**config.mk**
```make
export PLATFORM = sky130hd
export DESIGN_NAME = multicycle_ctrl
export DESIGN_NICKNAME = d
export VERILOG_FILES = /design/src/rtl/multicycle_ctrl.sv
export SDC_FILE = /design/constraint.sdc
export NUM_CORES = 1
export LEC_CHECK = 0
export ABC_AREA = 1
export CORE_ASPECT_RATIO = 0.5
export CORE_MARGIN = 2
export CORE_UTILIZATION = 55
export DETAILED_ROUTE_END_ITERATION = 16
export PLACE_DENSITY = 0.85
export SETUP_SLACK_MARGIN = 0.1
export SYNTH_ARGS = -nofsm -noshare
export SYNTH_HDL_FRONTEND = slang
export SYNTH_SLANG_ARGS = --single-unit
export TNS_END_PERCENT = 20
```
**constraint.sdc**
```tcl
create_clock -name clk -period 3.4 [get_ports clk]
set_input_delay 0.68 -clock clk [delete_from_list [all_inputs] [get_ports clk]]
set_output_delay 0.68 -clock clk [all_outputs]
set_load 0.005 [all_outputs]
```
**src/rtl/multicycle_ctrl.sv**
```systemverilog
// Multicycle processor control FSM: FETCH/DECODE/EXEC/MEM/WB sequencing, memory-wait timeout, retire counter.
// Optional build macro MULTICYCLE_CTRL_TRAP_EN sends unknown opcodes to a terminal TRAP state instead of a NOP.
module multicycle_ctrl #(
   parameter int unsigned MEM_WAIT_MAX = 8
) (
   input  logic        clk,
   input  logic        rst,
   input  logic [6:0]  opcode,
   input  logic        branch_taken,
   input  logic        mem_ready,
   output logic        pc_update,
   output logic [1:0]  pc_src,
   output logic        ir_write,
   output logic        mem_read,
   output logic        mem_write,
   output logic        iord,
   output logic        reg_write,
   output logic [2:0]  state,
   output logic [31:0] instr_count,
   output logic        mem_err
);

   typedef enum logic [2:0] {
      S_FETCH  = 3'd0,
      S_DECODE = 3'd1,
      S_EXEC   = 3'd2,
      S_MEM    = 3'd3,
      S_WB     = 3'd4,
      S_HALT   = 3'd5,
      S_TRAP   = 3'd6
   } state_t;

   typedef enum logic [2:0] {
      C_LOAD,
      C_STORE,
      C_ALU,
      C_BRANCH,
      C_JAL,
      C_JALR,
      C_SYSTEM,
      C_UNKNOWN
   } cls_t;

   localparam logic [6:0] OPC_LOAD   = 7'b0000011;
   localparam logic [6:0] OPC_STORE  = 7'b0100011;
   localparam logic [6:0] OPC_OP     = 7'b0110011;
   localparam logic [6:0] OPC_OPIMM  = 7'b0010011;
   localparam logic [6:0] OPC_BRANCH = 7'b1100011;
   localparam logic [6:0] OPC_JAL    = 7'b1101111;
   localparam logic [6:0] OPC_JALR   = 7'b1100111;
   localparam logic [6:0] OPC_LUI    = 7'b0110111;
   localparam logic [6:0] OPC_AUIPC  = 7'b0010111;
   localparam logic [6:0] OPC_SYSTEM = 7'b1110011;

   localparam logic [1:0] PC_PLUS4  = 2'd0;
   localparam logic [1:0] PC_TARGET = 2'd1;
   localparam logic [1:0] PC_ALU    = 2'd2;

   // Timeout fires on the low cycle that would bring the count up to MEM_WAIT_MAX.
   localparam logic [7:0] WAIT_LAST = 8'(MEM_WAIT_MAX - 1);

   state_t      state_q;
   state_t      state_d;
   cls_t        cls;
   logic [7:0]  wait_q;
   logic        retire;
   logic        timeout;
   logic        waiting;

   always_comb begin
      cls = C_UNKNOWN;
      case (opcode)
         OPC_LOAD:   cls = C_LOAD;
         OPC_STORE:  cls = C_STORE;
         OPC_OP,
         OPC_OPIMM,
         OPC_LUI,
         OPC_AUIPC:  cls = C_ALU;
         OPC_BRANCH: cls = C_BRANCH;
         OPC_JAL:    cls = C_JAL;
         OPC_JALR:   cls = C_JALR;
         OPC_SYSTEM: cls = C_SYSTEM;
         default:    cls = C_UNKNOWN;
      endcase
   end

   always_ff @(posedge clk or negedge rst) begin
      if (!rst) begin
         state_q <= S_FETCH;
      end else begin
         state_q <= state_d;
      end
   end

   always_comb begin
      state_d   = state_q;
      pc_update = 1'b0;
      pc_src    = PC_PLUS4;
      ir_write  = 1'b0;
      mem_read  = 1'b0;
      mem_write = 1'b0;
      iord      = 1'b0;
      reg_write = 1'b0;
      retire    = 1'b0;
      timeout   = 1'b0;
      waiting   = 1'b0;

      case (state_q)
         S_FETCH: begin
            mem_read = 1'b1;
            if (mem_ready) begin
               ir_write  = 1'b1;
               pc_update = 1'b1;
               state_d   = S_DECODE;
            end else begin
               waiting = 1'b1;
               if (wait_q == WAIT_LAST) begin
                  timeout = 1'b1;
                  state_d = S_HALT;
               end
            end
         end

         S_DECODE: begin
            case (cls)
               C_SYSTEM:  state_d = S_HALT;
`ifdef MULTICYCLE_CTRL_TRAP_EN
               C_UNKNOWN: state_d = S_TRAP;
`else
               C_UNKNOWN: begin
                  state_d = S_FETCH;
                  retire  = 1'b1;
               end
`endif
               default:   state_d = S_EXEC;
            endcase
         end

         S_EXEC: begin
            case (cls)
               C_BRANCH: begin
                  pc_src    = PC_TARGET;
                  pc_update = branch_taken;
                  state_d   = S_FETCH;
                  retire    = 1'b1;
               end
               C_JAL: begin
                  pc_src    = PC_TARGET;
                  pc_update = 1'b1;
                  state_d   = S_WB;
               end
               C_JALR: begin
                  pc_src    = PC_ALU;
                  pc_update = 1'b1;
                  state_d   = S_WB;
               end
               C_LOAD,
               C_STORE:  state_d = S_MEM;
               C_ALU:    state_d = S_WB;
               default:  state_d = S_FETCH;
            endcase
         end

         S_MEM: begin
            iord      = 1'b1;
            mem_read  = (cls == C_LOAD);
            mem_write = (cls == C_STORE);
            if (mem_ready) begin
               if (cls == C_LOAD) begin
                  state_d = S_WB;
               end else begin
                  state_d = S_FETCH;
                  retire  = (cls == C_STORE);
               end
            end else begin
               waiting = 1'b1;
               if (wait_q == WAIT_LAST) begin
                  timeout = 1'b1;
                  state_d = S_HALT;
               end
            end
         end

         S_WB: begin
            reg_write = 1'b1;
            state_d   = S_FETCH;
            retire    = 1'b1;
         end

         S_HALT,
         S_TRAP: state_d = state_q;

         default: state_d = S_FETCH;
      endcase

      // While reset is held the outputs must show a quiet FETCH, whatever mem_ready does.
      if (!rst) begin
         pc_update = 1'b0;
         pc_src    = PC_PLUS4;
         ir_write  = 1'b0;
         mem_read  = 1'b1;
         mem_write = 1'b0;
         iord      = 1'b0;
         reg_write = 1'b0;
      end
   end

   always_ff @(posedge clk or negedge rst) begin
      if (!rst) begin
         wait_q <= '0;
      end else if (state_d != state_q) begin
         wait_q <= '0;
      end else if (waiting) begin
         wait_q <= wait_q + 8'd1;
      end
   end

   always_ff @(posedge clk or negedge rst) begin
      if (!rst) begin
         instr_count <= '0;
         mem_err     <= 1'b0;
      end else begin
         if (retire) begin
            instr_count <= instr_count + 32'd1;
         end
         if (timeout) begin
            mem_err <= 1'b1;
         end
      end
   end

   assign state = state_q;

endmodule

```
# ---- Yosys cells after proc, flatten, opt, wreduce, memory -nomap -nowiden
# Index checks and enable logic that the tools add are counted.
# Widths: inputs -> output; s select.
dict set report op_classes {
  n_reduce_logical 10
  n_eq_ne 25
  mux 37
  add_sub_neg 2
}
# op n
set ops {}
lappend ops {{$add 32x1->32 const B} 1}
lappend ops {{$eq 7x7->1 const B} 4}
lappend ops {{$eq 3x3->1 const B} 7}
lappend ops {{$eq 7x6->1 const B} 3}
lappend ops {{$pmux 3 s7} 1}
lappend ops {{$mux 1} 20}
lappend ops {{$mux 8} 2}
lappend ops {{$pmux 3 s5} 1}
lappend ops {{$eq 7x5->1 const B} 2}
lappend ops {{$eq 3x2->1 const B} 4}
lappend ops {{$mux 3} 4}
lappend ops {{$pmux 3 s2} 2}
lappend ops {{$reduce_or 2->1} 5}
lappend ops {{$add 8x1->8 const B} 1}
lappend ops {{$eq 8x3->1 const B} 1}
lappend ops {{$eq 7x2->1 const B} 1}
lappend ops {{$eq 3x1->1 const B} 2}
lappend ops {{$logic_not 3->1} 2}
lappend ops {{$pmux 1 s2} 3}
lappend ops {{$mux 2} 2}
lappend ops {{$pmux 1 s4} 1}
lappend ops {{$pmux 2 s2} 1}
lappend ops {{$reduce_or 4->1} 1}
lappend ops {{$ne 3x3->1} 1}
lappend ops {{other kinds (2)} 2}
dict set report totals {
  input_bits 11
  elab_cells 78
  ff_bits 44
  output_inout_bits 44
}

# ---- Longest topological paths before layout
# Gate-level depths: netlist (run 1).
dict set report logic_depth {
  word_depth 9
  ltp_mapped 10
  depth_no_buf 10
}

# ---- Worst setup path after synthesis (run 1)
# Ideal clock, no wire load.
dict set report synth_timing {
  kind {input-to-output}
  from {input opcode[1]}
  to {output pc_update}
  arrival_ns 1.375
  setup_slack_ns 1.345
  cell_stages 8
  t_required_ns 2.720
  path_buffers 0
  path_cell_list {nand2_2 -> inv_1 -> nand2_2 -> nor2_1 -> nand3_1 -> nand3_1 -> nand2_1 -> inv_1}
}
dict set report synth_between {
  elab_chain_len 8
  word_cells_on_any_way 19
  classes_between {eq/ne: 13; mux: 4; reduce/logical: 2}
}
# element line
set synth_rtl {}
lappend synth_rtl {{start: declaration} 8} ;# input logic [6:0] opcode,
lappend synth_rtl {{$eq 7x6->1 / $eq 7x5->1 (equally long branches)} 72} ;# case (opcode)
lappend synth_rtl {{$reduce_or 4->1} 72}
lappend synth_rtl {{$pmux 3 s7 *} 72}
lappend synth_rtl {{$eq 3x3->1} 140} ;# case (cls)
lappend synth_rtl {{$reduce_or 2->1 (no line)} -}
lappend synth_rtl {{$pmux 1 s2 *} 140}
lappend synth_rtl {{$pmux 1 s2 *} 108} ;# case (state_q)
lappend synth_rtl {{$mux 1 *} 197} ;# if (!rst) begin
lappend synth_rtl {{end: declaration} 11} ;# output logic pc_update,
# Mark *: on every way between the ends. The rest lies on a longest branch, timed or not.

# ---- Worst setup path after layout (run 1)
dict set report layout_timing {
  from {input opcode[6]}
  to {output mem_write}
}
dict set report layout_between {
  elab_chain_len 6
  word_cells_on_any_way 15
  classes_between {eq/ne: 11; mux: 3; reduce/logical: 1}
}
# element line
set layout_rtl {}
lappend layout_rtl {{$eq 7x6->1 / $eq 7x5->1 (equally long branches)} 72}
lappend layout_rtl {{$reduce_or 4->1} 72}
lappend layout_rtl {{$pmux 3 s7 *} 72}
lappend layout_rtl {{$eq 3x1->1 *} 167} ;# mem_write = (cls == C_STORE);
lappend layout_rtl {{$mux 1 *} 108}
lappend layout_rtl {{$mux 1 *} 197}
lappend layout_rtl {{end: declaration} 15} ;# output logic mem_write,
# Marks and branches as above.

==> summary.txt, run 1 <==
Logic synthesis
  – #FFs+latches synth: 44
  – Mapped cell area: between 0.003 and 0.004 mm²
  – Synth top area cells: dfrtp_1 34%, nand2_1 22%, nor2_1 9.1%
  – Post-synthesis net count: 494
  – Leading area contributor after synthesis: dfrtp_1
  – Post-Synth Simple-Gate Area: 49.8%
  – Warnings from Yosys: 0
  – Yosys cell types: 33
  – Largest family of logic cells by synthesized area: simple AND/OR/NAND/NOR gates
  – Most frequent cells after synthesis: 189 x nand2_1, 78 x nor2_1, 44 x dfrtp_1
  – Primary FF master, synth: dfrtp_1
  – Mux contribution to synthesized area: 0%
  – Most common cell in the netlist: nand2_1
  – Post-synth ARST share: 100%
  – Seq/Total Area, Yosys: around a third
  – Top-area cell type share of the netlist area: between 30 and 40%
  – Post-synth EDFFs: 0
  – Synth Instances: roughly 480
  – Adder-Cell Fraction of Synth Area: less than 1%
  – Avg Inst Size Synth: roughly 6.7 µm²
  – Synth Area in Compound Gates: just under 4%
  – Post-synthesis xor/xnor area fraction: between 4 and 5%

Clocking
  – H-Tree Depth: 2
  – Clock buffer depth: 2
  – # Post-CTS Setup Buffers: 0
  – Num Clock Sinks: between 40 and 50
  – Clk slew on worst S/H paths: about 60 ps
  – Clock root cell: clkbuf_16
  – CTS tree: done
  – Hold-fix buffers, CTS: 0
  – Clock latency on the worst-skew pair: 290 ps
  – CTS resizes: 0
  – TritonCTS buffer count: 5

Status
  – Status: finished clean

Die
  – Die area: 0.00648 mm²
  – I/O Pins: 55
  – CORE AREA: 0.00554 mm²
  – Std-Cell Rows: 19
  – Starting Density: 57.8%
  – Die X: 112 µm
  – DIE HEIGHT: around 58 µm

Setup path
  – CP required: between 2000 and 3000 ps
  – Crit Path Class: in -> out
  – R2r startpoint: instr_count[0]
  – Top cell by count, worst path: clkdlybuf4s50_1
  – Worst Path Max Fanout: 6
  – Crit path cell chain: clkdlybuf4s50_1 > nand2_1 > nor3_4 > a22oi_1 > nor3b_1 > clkdlybuf4s50_1
  – Max stage delay on crit path: 560 ps
  – Crit-path slowest cell: clkdlybuf4s50_1
  – Crit path launch type: primary input
  – Critical path startpoint: opcode[6]
  – Largest delay share family, worst path: buffers and inverters
  – Arr. time, crit path: around 2500 ps
  – Critical Path Sink Type: output port
  – CP bufs+invs: 2

Timing
  – Relative slew slack: roughly three fifths
  – Worst hold slack: approximately 480 ps
  – Fmax: between 300 and 400 MHz
  – Final min period: 3150 ps
  – RSZ-0062 raised after global routing: no
  – Slew Viols, Final: 0
  – Setup_tns: 0 ps
  – Final setup fails: 0
  – Fin. Hold Viols: 0
  – Clock skew: between 6 and 7 ps
  – Final period util: roughly 90%
  – Worst-Margin Slew: about 600 ps

Placement
  – DP HPWL: 5.97 mm
  – Number of port buffers: 54
  – Placed insts: 600
  – GPL Wtd Cong: around 0.95

Final layout
  – Antenna cells: 0
  – Fin nets: between 500 and 600
  – Area growth syn-to-layout: 23.8%
  – Share of layout cells above drive strength 1: 6.73%
  – Finished Layout Cells: between 600 and 700

Routing
  – Vias per Instance: between 5 and 6
  – Detailed Route Iter0 Violations: around 280
  – Drt wl/cell: 13.8 µm
  – Total Wirelength: around 8.4 mm
  – Via count: approximately 3300
  – Residual DRC count: 0
  – Routed Antenna Nets: 0
  – Detailed-router iteration count before antenna repair: 5

GRT
  – First-pass GRT wire length: 14.3 mm
  – Vias in the first global route: 3012
  – Initial antenna violation count: 0
  – Largest net degree at the start of global routing: 45
  – Gr usage total: between 20% and 30%
  – GRT overflow: 0

Job
  – Number of max-cap violations: 0

Power and ir drop
  – Lkg Pwr: 1.87 nW
  – Peak supply drop: 0.000252 V
  – Pwr Density: 292 mW/mm²

Hold path
  – Min-Delay Path Class: reg -> reg
  – Hold Crit Start: mem_err
## per-stage QoR
stage	worst slack, ps	total power [mW]	area [µm²]	util [%]
6_report	254	1.16	3960	71.5
5_1_grt	127	1.19	3960	71.5
4_1_cts	239	1.16	3960	71.5
3_5_place_dp	244	0.574	3780	68.2
3_3_place_gp	256	0.574	3780	68.2
2_1_floorplan	1350	0.545	3200	-
## final cells by class
class                      instances  area [µm²]
clock buffer                       7         153
clock inverter                     1        30.0
fill                             469        1580
inverter                          34         129
multi-input combinational        391        1890
sequential                        44        1100
tap                               73        91.3
timing repair buffer              58         566
## report_power, final
group	internal (mW)	switching (mW)	leakage, nW
Sequential	0.523	0	0.599
Clock	0.387	0.205	0.0901
Combinational	0.0150	0.0254	1.18
## layer usage
layer | GRT usage [%] | vias up | part of all wire [%] | wire length [µm]
met5 | 0 | - | 0 | 0
met4 | 5.64 | 0 | 0.47 | 39
met3 | 5.65 | 6 | 6.0 | 501
met2 | 44.8 | 91 | 46 | 3820
met1 | 38.7 | 1571 | 48 | 4010
li1 | - | 1663 | - | -
## worst paths after layout
kind	to	slack, ps	cells past startpoint
worst max-delay path	mem_write	250	6
worst min-delay path	mem_err	480	1
worst max register to register	instr_count[28]	1440	10
worst min register to register	mem_err	480	1
max in group asynchronous	instr_count[27]	2440	2
min in group asynchronous	state[0]	540	2
## state kept, by name, indices dropped and copies added, names as in the netlist
register and count:
instr_count 32, wait_q 8, state 3, mem_err 1
## layout by cell type, fill, tap and decap left out, types with 2 or more instances in the layout
master	n
a21oi_1	4
dfrtp_1	44
nand3_1	16
o21ai_0	6
xnor2_1	4
nor2_1	78
inv_2	3
nand2_1	189
nand3_2	2
clkbuf_16	5
nor3_4	3
clkbuf_8	2
buf_4	4
nor2_2	2
xor2_1	13
inv_1	29
nand2_2	5
clkdlybuf4s50_1	53
o211ai_1	2
o21ai_1	2
nand3b_1	15
a31o_2	2
nor3_1	3
ha_1	2
nand4_1	35
## logic make-up after synthesis
family                   count (synthesis)
buffers and inverters                   46
AO/OA/AOI/OAI                           19
flip-flops                              44
XOR/XNOR                                17
AND/OR/NAND/NOR                        353
adder cells (fa/ha/maj)                  2
Power figures use the tool's default switching activity.
==> run 2, diff against run 1 <==
--- a/config.mk
+++ b/config.mk
@@ -6,12 +6,15 @@
 export NUM_CORES = 1
 export LEC_CHECK = 0
 export ABC_AREA = 1
+export CELL_PAD_IN_SITES_DETAIL_PLACEMENT = 1
+export CELL_PAD_IN_SITES_GLOBAL_PLACEMENT = 2
 export CORE_ASPECT_RATIO = 0.5
 export CORE_MARGIN = 2
-export CORE_UTILIZATION = 55
+export CORE_UTILIZATION = 31
 export DETAILED_ROUTE_END_ITERATION = 16
-export PLACE_DENSITY = 0.85
+export PLACE_DENSITY = 0.88
 export SETUP_SLACK_MARGIN = 0.1
+export SLEW_MARGIN = 10
 export SYNTH_ARGS = -nofsm -noshare
 export SYNTH_HDL_FRONTEND = slang
 export SYNTH_SLANG_ARGS = --single-unit
==> run 2 against run 1 <==
- die area up 73%
- non-clock buffer count grew 2
- highest routed layer unchanged
- final area grew 2.1%
- via count is 0.54% higher
- sequential share of layout area fell by 0.58 points
- hold slack got worse by 240 ps
- flip-flop and latch count stayed put
- maximum frequency fell by 5.0%
- routed wire length rose by 23%
- critical path type unchanged
- largest cell class unchanged
- clock power decreased by 4.9%
- total power decreased by 2.4%
- count of clock-buffer cells in the layout down 1
==> summary.txt, run 2 (synthesis gave the netlist of run 1 again) <==
Clocking
  – TritonCTS buffer count: 5
  – Clock root cell: clkbuf_16
  – Clock latency on the worst-skew pair: around 290 ps
  – Clk slew on worst S/H paths: 60 ps
  – H-Tree Depth: 2
  – Hold-fix buffers, CTS: 0
  – Clock buffer depth: 2
  – Num Clock Sinks: 44
  – CTS tree: done

Routing
  – Vias per Instance: between 4 and 5
  – Residual DRC count: 0
  – Total Wirelength: 10.3 mm
  – Detailed-router iteration count before antenna repair: 4
  – Routed Antenna Nets: 0
  – Detailed Route Iter0 Violations: 125
  – Drt wl/cell: roughly 15 µm
  – Via count: about 3300

Timing
  – Fin. Hold Viols: 0
  – Worst-Margin Slew: roughly 550 ps
  – Final setup fails: 0
  – Clock skew: ~4.0 ps
  – Worst hold slack: 234 ps
  – Final min period: 3310 ps
  – Setup_tns: 0 ps
  – Worst setup margin: slightly below 90 ps
  – Final period util: between 90 and 100%
  – Relative slew slack: around 63%
  – Slew Viols, Final: 0
  – Fmax: around 300 MHz
  – RSZ-0062 raised after global routing: yes

Final layout
  – Fin nets: 549
  – Area growth syn-to-layout: 26.4%
  – Share of layout cells above drive strength 1: slightly above 7%
  – Commonest non-fill, non-tap cells in the layout: 189 x nand2_1, 78 x nor2_1, 53 x clkdlybuf4s50_1
  – Antenna cells: 0
  – Most common cell after layout, fill and taps aside: nand2_1
  – Area occupied by multi-input gates: around 0.0019 mm²
  – FILL cells: around 1300
  – Most flop-heavy register: instr_count
  – FF/Latch Area: between 0.001 and 0.0015 mm²
  – Max reg flops: 32
  – Final Cell Area: around 0.0040 mm²

Die
  – Die area: 0.0112 mm²
  – DIE HEIGHT: 75.9 µm
  – CORE AREA: ~0.01 mm²
  – I/O Pins: between 50 and 60
  – Starting Density: about a third
  – Std-Cell Rows: 26
  – Die X: around 150 µm

Status
  – Status: finished clean

Power and ir drop
  – Pwr Density: around 280 mW/mm²
  – Lkg Pwr: around 1.9 nW
  – Peak supply drop: approximately 0.00018 V
  – Final Total Pwr: between 1 and 1.5 mW

Placement
  – GPL Wtd Cong: 0.822
  – Number of port buffers: 54
  – Place WS: between 150 and 200 ps
  – DP HPWL: approximately 7.5 mm
  – Area of placed instances: 0.00386 mm²

Setup path
  – Critical Path Sink Type: output port
  – Worst Path Max Fanout: 4
  – Crit Path Class: in -> out
  – Critical path startpoint: opcode[4]
  – Arr. time, crit path: between 2000 and 3000 ps
  – Crit path launch type: primary input
  – R2R Path End: instr_count[28]
  – Crit path capture: pc_src[1]
  – Worst r2r path cells: 10
  – CP required: roughly 2700 ps
  – R2r setup slk: around 1300 ps
  – R2r startpoint: instr_count[0]

Job
  – Number of max-cap violations: 0

GRT
  – GRT overflow: 0
  – Vias in the first global route: 3443
  – Initial antenna violation count: 0
  – Largest net degree at the start of global routing: 41
  – First-pass GRT wire length: roughly 17 mm
  – Gr usage total: roughly a fifth

Hold path
  – Min-Delay Path Class: in -> async
run 2: cell types whose count changed in the layout (fill, tap and decap cells not counted), sizes merged:
cell	before	now
buf	5	7
clkbuf	7	6
clkinv	2	3
run 2: cell type report:
type                            count  area share, %
Multi-Input combinational cell    391           46.9
Clock buffer                        6           3.18
Clock inverter                      2          0.866
Timing Repair Buffer               60           14.3
Tap cell                          140           4.33
Sequential cell                    44           27.2
Inverter                           34           3.18
run 2: critical path, stage by stage:
cell             delay (ps)
clkdlybuf4s50_1         530
inv_1                    90
nand2_1                 140
nor3_4                   70
buf_4                   140
nor2_1                  150
nand2_1                 110
a21oi_1                 190
clkdlybuf4s50_1         530
run 2: timing repair:
item	in CTS	in global routing
buffers inserted	0	2
gates resized for setup	0	1
setup endpoints to repair	0	2
hold endpoints to repair	0	0
run 2: report_power, final:
part	internal, mW	total [mW]	leakage (nW)	switching [mW]
clock network	0.346	0.563	0.0808	0.217
registers	0.523	0.523	0.599	0
logic	0.0152	0.0426	1.20	0.0274
total	0.885	1.13	1.88	0.244
run 2: per-stage QoR:
stage                     std cells  utilization, %
final                           677            40.0
after global routing            677            40.0
after CTS                       675            39.8
after detailed placement        667            38.2
after global placement          667            38.2
after floorplan                 481               -
run 2: how the worst min path moves through the flow:
| stage | from | endpoint | slack, ps | cells after the start |
|---|---|---|---|---|
| global route | rst | wait_q[4] | 230 | 1 |
| finish | rst | mem_err | 230 | 1 |
| detailed placement | mem_err | mem_err | 460 | 1 |
| CTS | rst | wait_q[5] | 230 | 1 |
| floorplan | rst | instr_count[0] | 380 | 0 |
| global placement | mem_err | mem_err | 460 | 1 |
run 2: routing by layer:
metal	up-vias	GRT usage, %	part of all wire, %
met3	7	3.05	3.4
li1	1663	-	-
met1	1633	25.8	50
met4	0	3.95	0.72
met5	-	0	0
met2	46	34.3	46
==> run 3, diff against run 2 <==
==> config.mk (replaced) <==
export PLATFORM = sky130hd
export DESIGN_NAME = multicycle_ctrl
export DESIGN_NICKNAME = d
export VERILOG_FILES = /design/src/rtl/multicycle_ctrl.sv
export SDC_FILE = /design/constraint.sdc
export NUM_CORES = 1
export LEC_CHECK = 0
export ABC_AREA = 1
export CORE_ASPECT_RATIO = 0.5
export CORE_MARGIN = 2
export CORE_UTILIZATION = 55
export DETAILED_ROUTE_END_ITERATION = 16
export PLACE_DENSITY = 0.85
export SETUP_SLACK_MARGIN = 0.1
export SLEW_MARGIN = 20
export SYNTH_ARGS = -nofsm -noshare
export SYNTH_HDL_FRONTEND = slang
export SYNTH_SLANG_ARGS = --single-unit
export TNS_END_PERCENT = 20
==> results of run 3 <==
The final DEF is identical to that of run 1; final timing and power are the same.
